## src/rtl/axi_arbiter.sv

```systemverilog
// Two-master AXI4 arbiter: IFU (read) and LSU (read/write) share one downstream port.
// One whole transaction is granted at a time; the granted master's channels are forwarded combinationally.
module axi_arbiter #(
   parameter bit          FAIR        = 1'b0,
   parameter int unsigned TIMEOUT_CYC = 1024
) (
   input  logic        clk,
   input  logic        rst,
   input  logic [31:0] ifu_araddr,
   input  logic [3:0]  ifu_arid,
   input  logic [7:0]  ifu_arlen,
   input  logic [2:0]  ifu_arsize,
   input  logic [1:0]  ifu_arburst,
   input  logic        ifu_arvalid,
   output logic        ifu_arready,
   output logic [31:0] ifu_rdata,
   output logic [1:0]  ifu_rresp,
   output logic        ifu_rlast,
   output logic [3:0]  ifu_rid,
   output logic        ifu_rvalid,
   input  logic        ifu_rready,
   input  logic [31:0] lsu_araddr,
   input  logic [3:0]  lsu_arid,
   input  logic [7:0]  lsu_arlen,
   input  logic [2:0]  lsu_arsize,
   input  logic [1:0]  lsu_arburst,
   input  logic        lsu_arvalid,
   output logic        lsu_arready,
   output logic [31:0] lsu_rdata,
   output logic [1:0]  lsu_rresp,
   output logic        lsu_rlast,
   output logic [3:0]  lsu_rid,
   output logic        lsu_rvalid,
   input  logic        lsu_rready,
   input  logic [31:0] lsu_awaddr,
   input  logic [3:0]  lsu_awid,
   input  logic [7:0]  lsu_awlen,
   input  logic [2:0]  lsu_awsize,
   input  logic [1:0]  lsu_awburst,
   input  logic        lsu_awvalid,
   output logic        lsu_awready,
   input  logic [31:0] lsu_wdata,
   input  logic [3:0]  lsu_wstrb,
   input  logic        lsu_wlast,
   input  logic        lsu_wvalid,
   output logic        lsu_wready,
   output logic [1:0]  lsu_bresp,
   output logic [3:0]  lsu_bid,
   output logic        lsu_bvalid,
   input  logic        lsu_bready,
   output logic [31:0] m_araddr,
   output logic [3:0]  m_arid,
   output logic [7:0]  m_arlen,
   output logic [2:0]  m_arsize,
   output logic [1:0]  m_arburst,
   output logic        m_arvalid,
   input  logic        m_arready,
   input  logic [31:0] m_rdata,
   input  logic [1:0]  m_rresp,
   input  logic        m_rlast,
   input  logic [3:0]  m_rid,
   input  logic        m_rvalid,
   output logic        m_rready,
   output logic [31:0] m_awaddr,
   output logic [3:0]  m_awid,
   output logic [7:0]  m_awlen,
   output logic [2:0]  m_awsize,
   output logic [1:0]  m_awburst,
   output logic        m_awvalid,
   input  logic        m_awready,
   output logic [31:0] m_wdata,
   output logic [3:0]  m_wstrb,
   output logic        m_wlast,
   output logic        m_wvalid,
   input  logic        m_wready,
   input  logic [1:0]  m_bresp,
   input  logic [3:0]  m_bid,
   input  logic        m_bvalid,
   output logic        m_bready,
   output logic        arb_timeout,
   output logic [1:0]  grant
);

   localparam int unsigned      TMR_W = 32;
   localparam logic [TMR_W-1:0] TMO   = TMR_W'(TIMEOUT_CYC);

   typedef enum logic [1:0] {
      IDLE   = 2'd0,
      IFU_RD = 2'd1,
      LSU_RD = 2'd2,
      LSU_WR = 2'd3
   } state_t;

   state_t           r_state;
   state_t           w_next;
   state_t           w_lsu_cand;
   logic             r_last_lsu;
   logic             r_ar_done;
   logic             r_aw_done;
   logic             r_w_done;
   logic             r_timeout;
   logic [TMR_W-1:0] r_timer;
   logic             w_req_i;
   logic             w_req_lr;
   logic             w_req_lw;

   assign w_req_i    = ifu_arvalid;
   assign w_req_lr   = lsu_arvalid;
   assign w_req_lw   = lsu_awvalid | lsu_wvalid;
   assign w_lsu_cand = w_req_lw ? LSU_WR : LSU_RD;
   assign grant       = r_state;
   assign arb_timeout = r_timeout;

   // Next-state selection and channel forwarding for the current owner
   always_comb begin
      w_next      = r_state;
      ifu_arready = 1'b0;
      ifu_rdata   = '0;
      ifu_rresp   = '0;
      ifu_rlast   = 1'b0;
      ifu_rid     = '0;
      ifu_rvalid  = 1'b0;
      lsu_arready = 1'b0;
      lsu_rdata   = '0;
      lsu_rresp   = '0;
      lsu_rlast   = 1'b0;
      lsu_rid     = '0;
      lsu_rvalid  = 1'b0;
      lsu_awready = 1'b0;
      lsu_wready  = 1'b0;
      lsu_bresp   = '0;
      lsu_bid     = '0;
      lsu_bvalid  = 1'b0;
      m_araddr    = '0;
      m_arid      = '0;
      m_arlen     = '0;
      m_arsize    = '0;
      m_arburst   = '0;
      m_arvalid   = 1'b0;
      m_rready    = 1'b0;
      m_awaddr    = '0;
      m_awid      = '0;
      m_awlen     = '0;
      m_awsize    = '0;
      m_awburst   = '0;
      m_awvalid   = 1'b0;
      m_wdata     = '0;
      m_wstrb     = '0;
      m_wlast     = 1'b0;
      m_wvalid    = 1'b0;
      m_bready    = 1'b0;
      case (r_state)
         IDLE: begin
            if ((w_req_lw | w_req_lr) && w_req_i) begin
               // Fair mode: the master that won last time yields the tie
               if (!FAIR || !r_last_lsu) w_next = w_lsu_cand;
               else                      w_next = IFU_RD;
            end else if (w_req_lw | w_req_lr) begin
               w_next = w_lsu_cand;
            end else if (w_req_i) begin
               w_next = IFU_RD;
            end
         end
         IFU_RD: begin
            m_araddr    = ifu_araddr;
            m_arid      = ifu_arid;
            m_arlen     = ifu_arlen;
            m_arsize    = ifu_arsize;
            m_arburst   = ifu_arburst;
            m_arvalid   = ifu_arvalid & ~r_ar_done;
            ifu_arready = m_arready & ~r_ar_done;
            ifu_rdata   = m_rdata;
            ifu_rresp   = m_rresp;
            ifu_rlast   = m_rlast;
            ifu_rid     = m_rid;
            ifu_rvalid  = m_rvalid;
            m_rready    = ifu_rready;
            if (m_rvalid && ifu_rready && m_rlast) w_next = IDLE;
         end
         LSU_RD: begin
            m_araddr    = lsu_araddr;
            m_arid      = lsu_arid;
            m_arlen     = lsu_arlen;
            m_arsize    = lsu_arsize;
            m_arburst   = lsu_arburst;
            m_arvalid   = lsu_arvalid & ~r_ar_done;
            lsu_arready = m_arready & ~r_ar_done;
            lsu_rdata   = m_rdata;
            lsu_rresp   = m_rresp;
            lsu_rlast   = m_rlast;
            lsu_rid     = m_rid;
            lsu_rvalid  = m_rvalid;
            m_rready    = lsu_rready;
            if (m_rvalid && lsu_rready && m_rlast) w_next = IDLE;
         end
         LSU_WR: begin
            m_awaddr    = lsu_awaddr;
            m_awid      = lsu_awid;
            m_awlen     = lsu_awlen;
            m_awsize    = lsu_awsize;
            m_awburst   = lsu_awburst;
            m_awvalid   = lsu_awvalid & ~r_aw_done;
            lsu_awready = m_awready & ~r_aw_done;
            m_wdata     = lsu_wdata;
            m_wstrb     = lsu_wstrb;
            m_wlast     = lsu_wlast;
            m_wvalid    = lsu_wvalid & ~r_w_done;
            lsu_wready  = m_wready & ~r_w_done;
            lsu_bresp   = m_bresp;
            lsu_bid     = m_bid;
            lsu_bvalid  = m_bvalid;
            m_bready    = lsu_bready;
            if (m_bvalid && lsu_bready) w_next = IDLE;
         end
         default: w_next = IDLE;
      endcase
   end

   always_ff @(posedge clk or posedge rst) begin
      if (rst) r_state <= IDLE;
      else     r_state <= w_next;
   end

   // Per-transaction address/data handshake tracking and tie-break history
   always_ff @(posedge clk or posedge rst) begin
      if (rst) begin
         r_last_lsu <= 1'b0;
         r_ar_done  <= 1'b0;
         r_aw_done  <= 1'b0;
         r_w_done   <= 1'b0;
      end else begin
         if (r_state == IDLE && w_next != IDLE) r_last_lsu <= (w_next != IFU_RD);
         if (r_state == IDLE) begin
            r_ar_done <= 1'b0;
            r_aw_done <= 1'b0;
            r_w_done  <= 1'b0;
         end else begin
            if (m_arvalid && m_arready)            r_ar_done <= 1'b1;
            if (m_awvalid && m_awready)            r_aw_done <= 1'b1;
            if (m_wvalid && m_wready && m_wlast)   r_w_done  <= 1'b1;
         end
      end
   end

   // Open-transaction timer; the flag is sticky and never aborts the transfer
   always_ff @(posedge clk or posedge rst) begin
      if (rst) begin
         r_timer   <= '0;
         r_timeout <= 1'b0;
      end else begin
         if (r_state == IDLE)  r_timer <= '0;
         else if (r_timer != TMO) r_timer <= r_timer + TMR_W'(1);
         if (TIMEOUT_CYC != 0 && r_state != IDLE && (r_timer + TMR_W'(1)) == TMO)
            r_timeout <= 1'b1;
      end
   end

endmodule

```

## config.mk

```make
export PLATFORM = sky130hd
export DESIGN_NAME = axi_arbiter
export DESIGN_NICKNAME = d
export VERILOG_FILES = /design/src/rtl/axi_arbiter.sv
export SDC_FILE = /design/constraint.sdc
export NUM_CORES = 1
export LEC_CHECK = 0
export CORE_AREA = 2 2 184 186
export DETAILED_ROUTE_END_ITERATION = 16
export DIE_AREA = 0 0 186 188
export PLACE_DENSITY_LB_ADDON = 0.12
export SLEW_MARGIN = 15
export SYNTH_ARGS = -nofsm -noshare
export SYNTH_HDL_FRONTEND = slang
export SYNTH_SLANG_ARGS = --single-unit
```

## constraint.sdc

```tcl
create_clock -name clk -period 5.6 [get_ports clk]
set_input_delay 0.56 -clock clk [delete_from_list [all_inputs] [get_ports clk]]
set_output_delay 0.56 -clock clk [all_outputs]
set_load 0.01 [all_outputs]
```

# Yosys cells after proc, flatten, opt, wreduce, memory -nomap -nowiden
# Index checks and enable logic that the tools add are counted.
word_totals:
  reg_bits: 38
  in_bits: 243
  out_inout_bits: 234
  word_cells: 97
classes:
  n_addsub: 1
  eq_ne: 9
  n_mux: 51
  n_bitwise: 12
  n_reduce_logical: 18
op_table:
  columns: ["op", "n"]
  rows:
  - ["$mux 32", 6]
  - ["$pmux 32 s2", 1]
  - ["$add 32x1->32 const B", 1]
  - ["$eq 32x11->1 const B", 1]
  - ["$ne 32x11->1 const B", 1]
  - ["$mux 1", 20]
  - ["$mux 2", 10]
  - ["$mux 4", 5]
  - ["$pmux 8 s2", 1]
  - ["$logic_and 1x1->1", 11]
  - ["$reduce_bool 2->1", 5]
  - ["$mux 8", 1]
  - ["$pmux 2 s4", 1]
  - ["$pmux 4 s2", 1]
  - ["$and 1x1->1", 7]
  - ["$ne 2x2->1 const B", 3]
  - ["$pmux 3 s2", 1]
  - ["$eq 2x2->1 const B", 2]
  - ["$ne 4x4->1 const B", 1]
  - ["$pmux 1 s2", 2]
  - ["$pmux 2 s2", 1]
  - ["$reduce_and 4->1", 1]
  - ["$mux 3", 1]
  - ["$not 1->1", 3]
  - ["3 further kinds", 4]

# Logic depth before layout (Yosys ltp)
depth:
  ltp_word: 7
  ltp_mapped: 10
  mapped_depth_nobuf: 8

# Least setup slack after synthesis
# No wires, ideal clock.
synth_path:
  kind: "register to output"
  start: "reg r_state[0], in the netlist grant[0]"
  end: "out m_araddr[0]"
  arrival_ns: 1.603
  t_required_ns: 5.040
  setup_slack_ns: 3.437
  path_stages_with_launch: 7
  path_buffers: 2
  path_cell_list: "dfrtp_1 > inv_1 > ha_1 > clkbuf_1 > clkbuf_1 > a22oi_1 > nor2b_1"
synth_via:
  elab_chain_cells: 2
  word_cells_on_any_way: 3
  classes_between: "eq/ne (2); mux (1)"
synth_rtl:
  columns: ["item", "line", "rtl"]
  rows:
  - ["start: declaration", "94", "state_t r_state;"]
  - ["start signal: assignment", "221", "else r_state <= w_next;"]
  - ["$eq 2x2->1 or $eq 2x1->1 (tied branches)", "152", "case (r_state)"]
  - ["$pmux 32 s2 (*)", "152", null]
  - ["end: declaration", "51", "output logic [31:0] m_araddr,"]
# Mark *: on every way between the ends. The rest lies on a longest branch, timed or not.

# Worst setup path in the final report
layout_path:
  start: "reg r_state[0], in the netlist grant[0]"
  end: "out m_rready"
layout_via:
  elab_chain_cells: 2
  word_cells_on_any_way: 3
  classes_between: "eq/ne (2); mux (1)"
layout_rtl:
  columns: ["item", "line", "rtl"]
  rows:
  - ["$eq 2x2->1 or $eq 2x1->1 (tied branches)", "152", null]
  - ["$pmux 1 s2 (*)", "152", null]
  - ["end: declaration", "63", "output logic m_rready,"]
# Marked as above.

==> metrics.md <==
| Metric | Value |
|---|---|
| Status | `complete, no violations` |
| Highest clock rate | `around 290 MHz` |
| CTS tree | `built` |
| Fillers | `3,554` |
| Post-route ant nets | `0` |
| Final Cycle Share | `0.606` |
| Seq cells post-synth | `38` |
| Gpl congestion | `~0.78` |
| Routed len/inst | `between 20 and 25 um` |
| Crit path time final | `3.40 ns` |
| Uppermost routed layer | `met5` |
| Grt total ovfl | `0` |
| H-tree depth | `2` |
| Yosys Warn Count | `0` |
| Final nets | `about 1,300` |
| Static leakage | `0.00364 uW` |
| Slew Limit Headroom | `0.355` |
| Hold Crit Class | `flop to flop` |
| Num CTS Buffers | `5` |
| Skew final | `approximately 0.006 ns` |
| Detailed Route WL | `31,100 um` |
| Post-CTS setup buffer count | `0` |
| Clk buf depth | `2` |
| Net count after synthesis | `about 840` |
| Post-DP HPWL | `25,900 um` |
| Initial core utilization | `0.134` |
| Final-report hold violation count | `0` |
| # DRC | `0` |
| Worst-margin pin slew | `just under 1 ns` |
| Hold path depth | `1` |
| Most frequent cells in the layout | `clkdlybuf4s50_1, and2_1, a22oi_1` |
| Synth cell types | `52` |
| DR vias | `5,874` |
| Async SR Flop Fraction | `1.00` |
| Clock sink count | `38` |
| I/O pin cnt | `477` |
| Number of synthesized flops with an enable pin | `0` |
| Peak supply drop | `171 uV` |
| Commonest non-fill, non-tap cell in the layout | `clkdlybuf4s50_1` |
| Cells after synthesis | `595` |
| Post-DP Area | `about 0.0096 mm2` |
| Type of origin of the critical path | `flop` |
| Clock power share | `0.093` |
| Skew-Pair Late Insertion Delay | `0.28 ns` |
| Number of global-route vias before repair | `around 5,900` |
| Core area | `0.0331 mm2` |
| Final TNS setup | `0 ns` |
| Root Driver | `clkbuf_16` |
| Internal power | `between 1500 and 2000 uW` |
| M1 WL | `roughly 11,000 um` |
| Sw frac | `0.428` |
| Syn_area_per_cell | `7.43 um2` |
| Multi-input gate area | `~0.0032 mm2` |
| Sequential share of the synthesized area | `0.215` |
| Vias per cell | `slightly below 4` |
| RSZ-0062 raised after global routing | `false` |
| Fin. max-slew vios | `0` |
| Design Area, Final | `0.00974 mm2` |
| WL met2 | `15,400 um` |
| Port Buffers | `476` |
| CP Data Arrival Time | `roughly 2.8 ns` |
| First-pass GRT wire length | `42,300 um` |
| Critical path endpoint category | `output port` |
| Reg2Reg Depth | `7` |
| DRT Pass-1 Iters | `4` |
| Final setup viols | `0` |
| Syn Std Cell Area | `around 0.0044 mm2` |
| Initial antenna violation count | `12` |
| Critical path class | `flop to output port` |
| FF+latch area | `951 um2` |
| Critical Path RT | `roughly 5 ns` |
| FP Rows | `67` |
| GRT Util Overall | `0.168` |
| Switching pwr | `1350 uW` |
| Die Wd | `186 um` |
| Pin count of the biggest net entering global routing | `94` |
| Combinational Power Share | `0.798` |
| Max Cap Viol | `0` |
| Met3 WL | `4090 um` |
| Die area | `approximately 0.035 mm2` |
| Worst Path Max Fanout | `93` |
| Area delta synth->final | `120%` |
| Share of layout cells above drive strength 1 | `0.0281` |
| First-iteration detailed-routing DRC count | `310` |
| Reg power frac | `0.108` |
| Synth Flop Type | `dfrtp_1` |
| Die span in y | `approximately 190 um` |
| PostCTS Resize Cnt | `0` |
| Hold-fix buffers at CTS | `0` |
| Worst-path clk slew | `0.06 ns` |
| Power Dens Cells | `between 300 and 400 mW/mm2` |
-- state kept, by name, summed over array words and instances (netlist names) --
| register | count |
|---|---|
| r_w_done | 1 |
| grant | 2 |
| r_timer | 32 |
| arb_timeout | 1 |
| r_ar_done | 1 |
| r_aw_done | 1 |
-- critical path, cell delays in order, from the launching register on --
cell and delay [ns]:
dfrtp_1 0.44, inv_1 0.16, ha_4 0.78, a22oi_1 0.21
nor2b_1 0.33, clkdlybuf4s50_1 0.61
-- power groups by stage --
stage / Clock (uW) / Combinational [uW] / Sequential (uW)
after floorplan: 0 / 1120 / 329
after global placement: 0 / 2580 / 343
after detailed placement: 0 / 2560 / 345
after CTS: 304 / 2570 / 340
after global routing: 315 / 2710 / 347
final: 294 / 2510 / 340
-- final timing paths --
kind	startpoint	endpoint	slack, ns
worst max register to register	grant[0]	r_timer[28]	2.96
worst min register to register	arb_timeout	arb_timeout	0.49
worst min-delay path	arb_timeout	arb_timeout	0.49
min in group asynchronous	rst	r_timer[29]	0.71
worst max-delay path	grant[0]	m_rready	2.20
max in group asynchronous	rst	r_timer[5]	4.53
-- stage by stage --
step / setup WS (ns) / cells / hold WS, ns / util / total power, uW
after floorplan: 3.44 / 595 / 0.469 / - / 1450
after global placement: 2.41 / 1471 / 0.476 / 0.289 / 2930
after detailed placement: 2.45 / 1471 / 0.470 / 0.289 / 2910
after CTS: 2.10 / 1479 / 0.496 / 0.294 / 3220
after global routing: 1.98 / 1480 / 0.524 / 0.294 / 3380
final: 2.20 / 1484 / 0.487 / 0.294 / 3150
-- cell usage after synthesis (all sizes together) (2+ instances only) --
master,instances,area [um2]
nor3b,2,15.0
xor2,20,175
and3b,6,52.6
or3,6,37.5
nor4,8,56.3
o21ai,5,25.0
and4,5,48.8
nand4,17,128
inv,9,33.8
o22ai,2,12.5
a211oi,2,15.0
mux2i,3,30.0
dfrtp,38,951
and2,178,1120
and3,8,53.8
nor3,3,15.0
nor2b,50,313
a21oi,6,30.0
ha,6,75.1
a22oi,51,383
or4,3,22.5
clkbuf,32,120
xnor2,12,105
o311ai,2,17.5
buf,19,103
nor2,48,204
nand2,25,96.4
nand3,15,75.1
a31oi,3,18.8
-- cells by family after synthesis --
kind of cell             count (synthesis)  synth area share
flip-flops                              38             0.215
AND/OR/NAND/NOR                        378             0.512
multiplexers                             3           0.00679
XOR/XNOR                                32            0.0634
buffers and inverters                   60            0.0580
AO/OA/AOI/OAI                           78             0.128
adder cells (fa/ha/maj)                  6            0.0170
-- routing by layer --
layer  global-route usage  vias to the layer above
met5                    0                        -
met4               0.0260                       12
met3               0.0944                       26
met2                0.301                      280
met1                0.171                     2674
li1                     -                     2882
-- final cells by class --
cell class	count	area share
tap	448	0.0576
inverter	9	0.00347
timing repair buffer	479	0.492
multi-input combinational	497	0.333
antenna	5	0.00128
clock inverter	2	0.00128
clock buffer	6	0.0143
sequential	38	0.0976
Power figures use the tool's default switching activity.
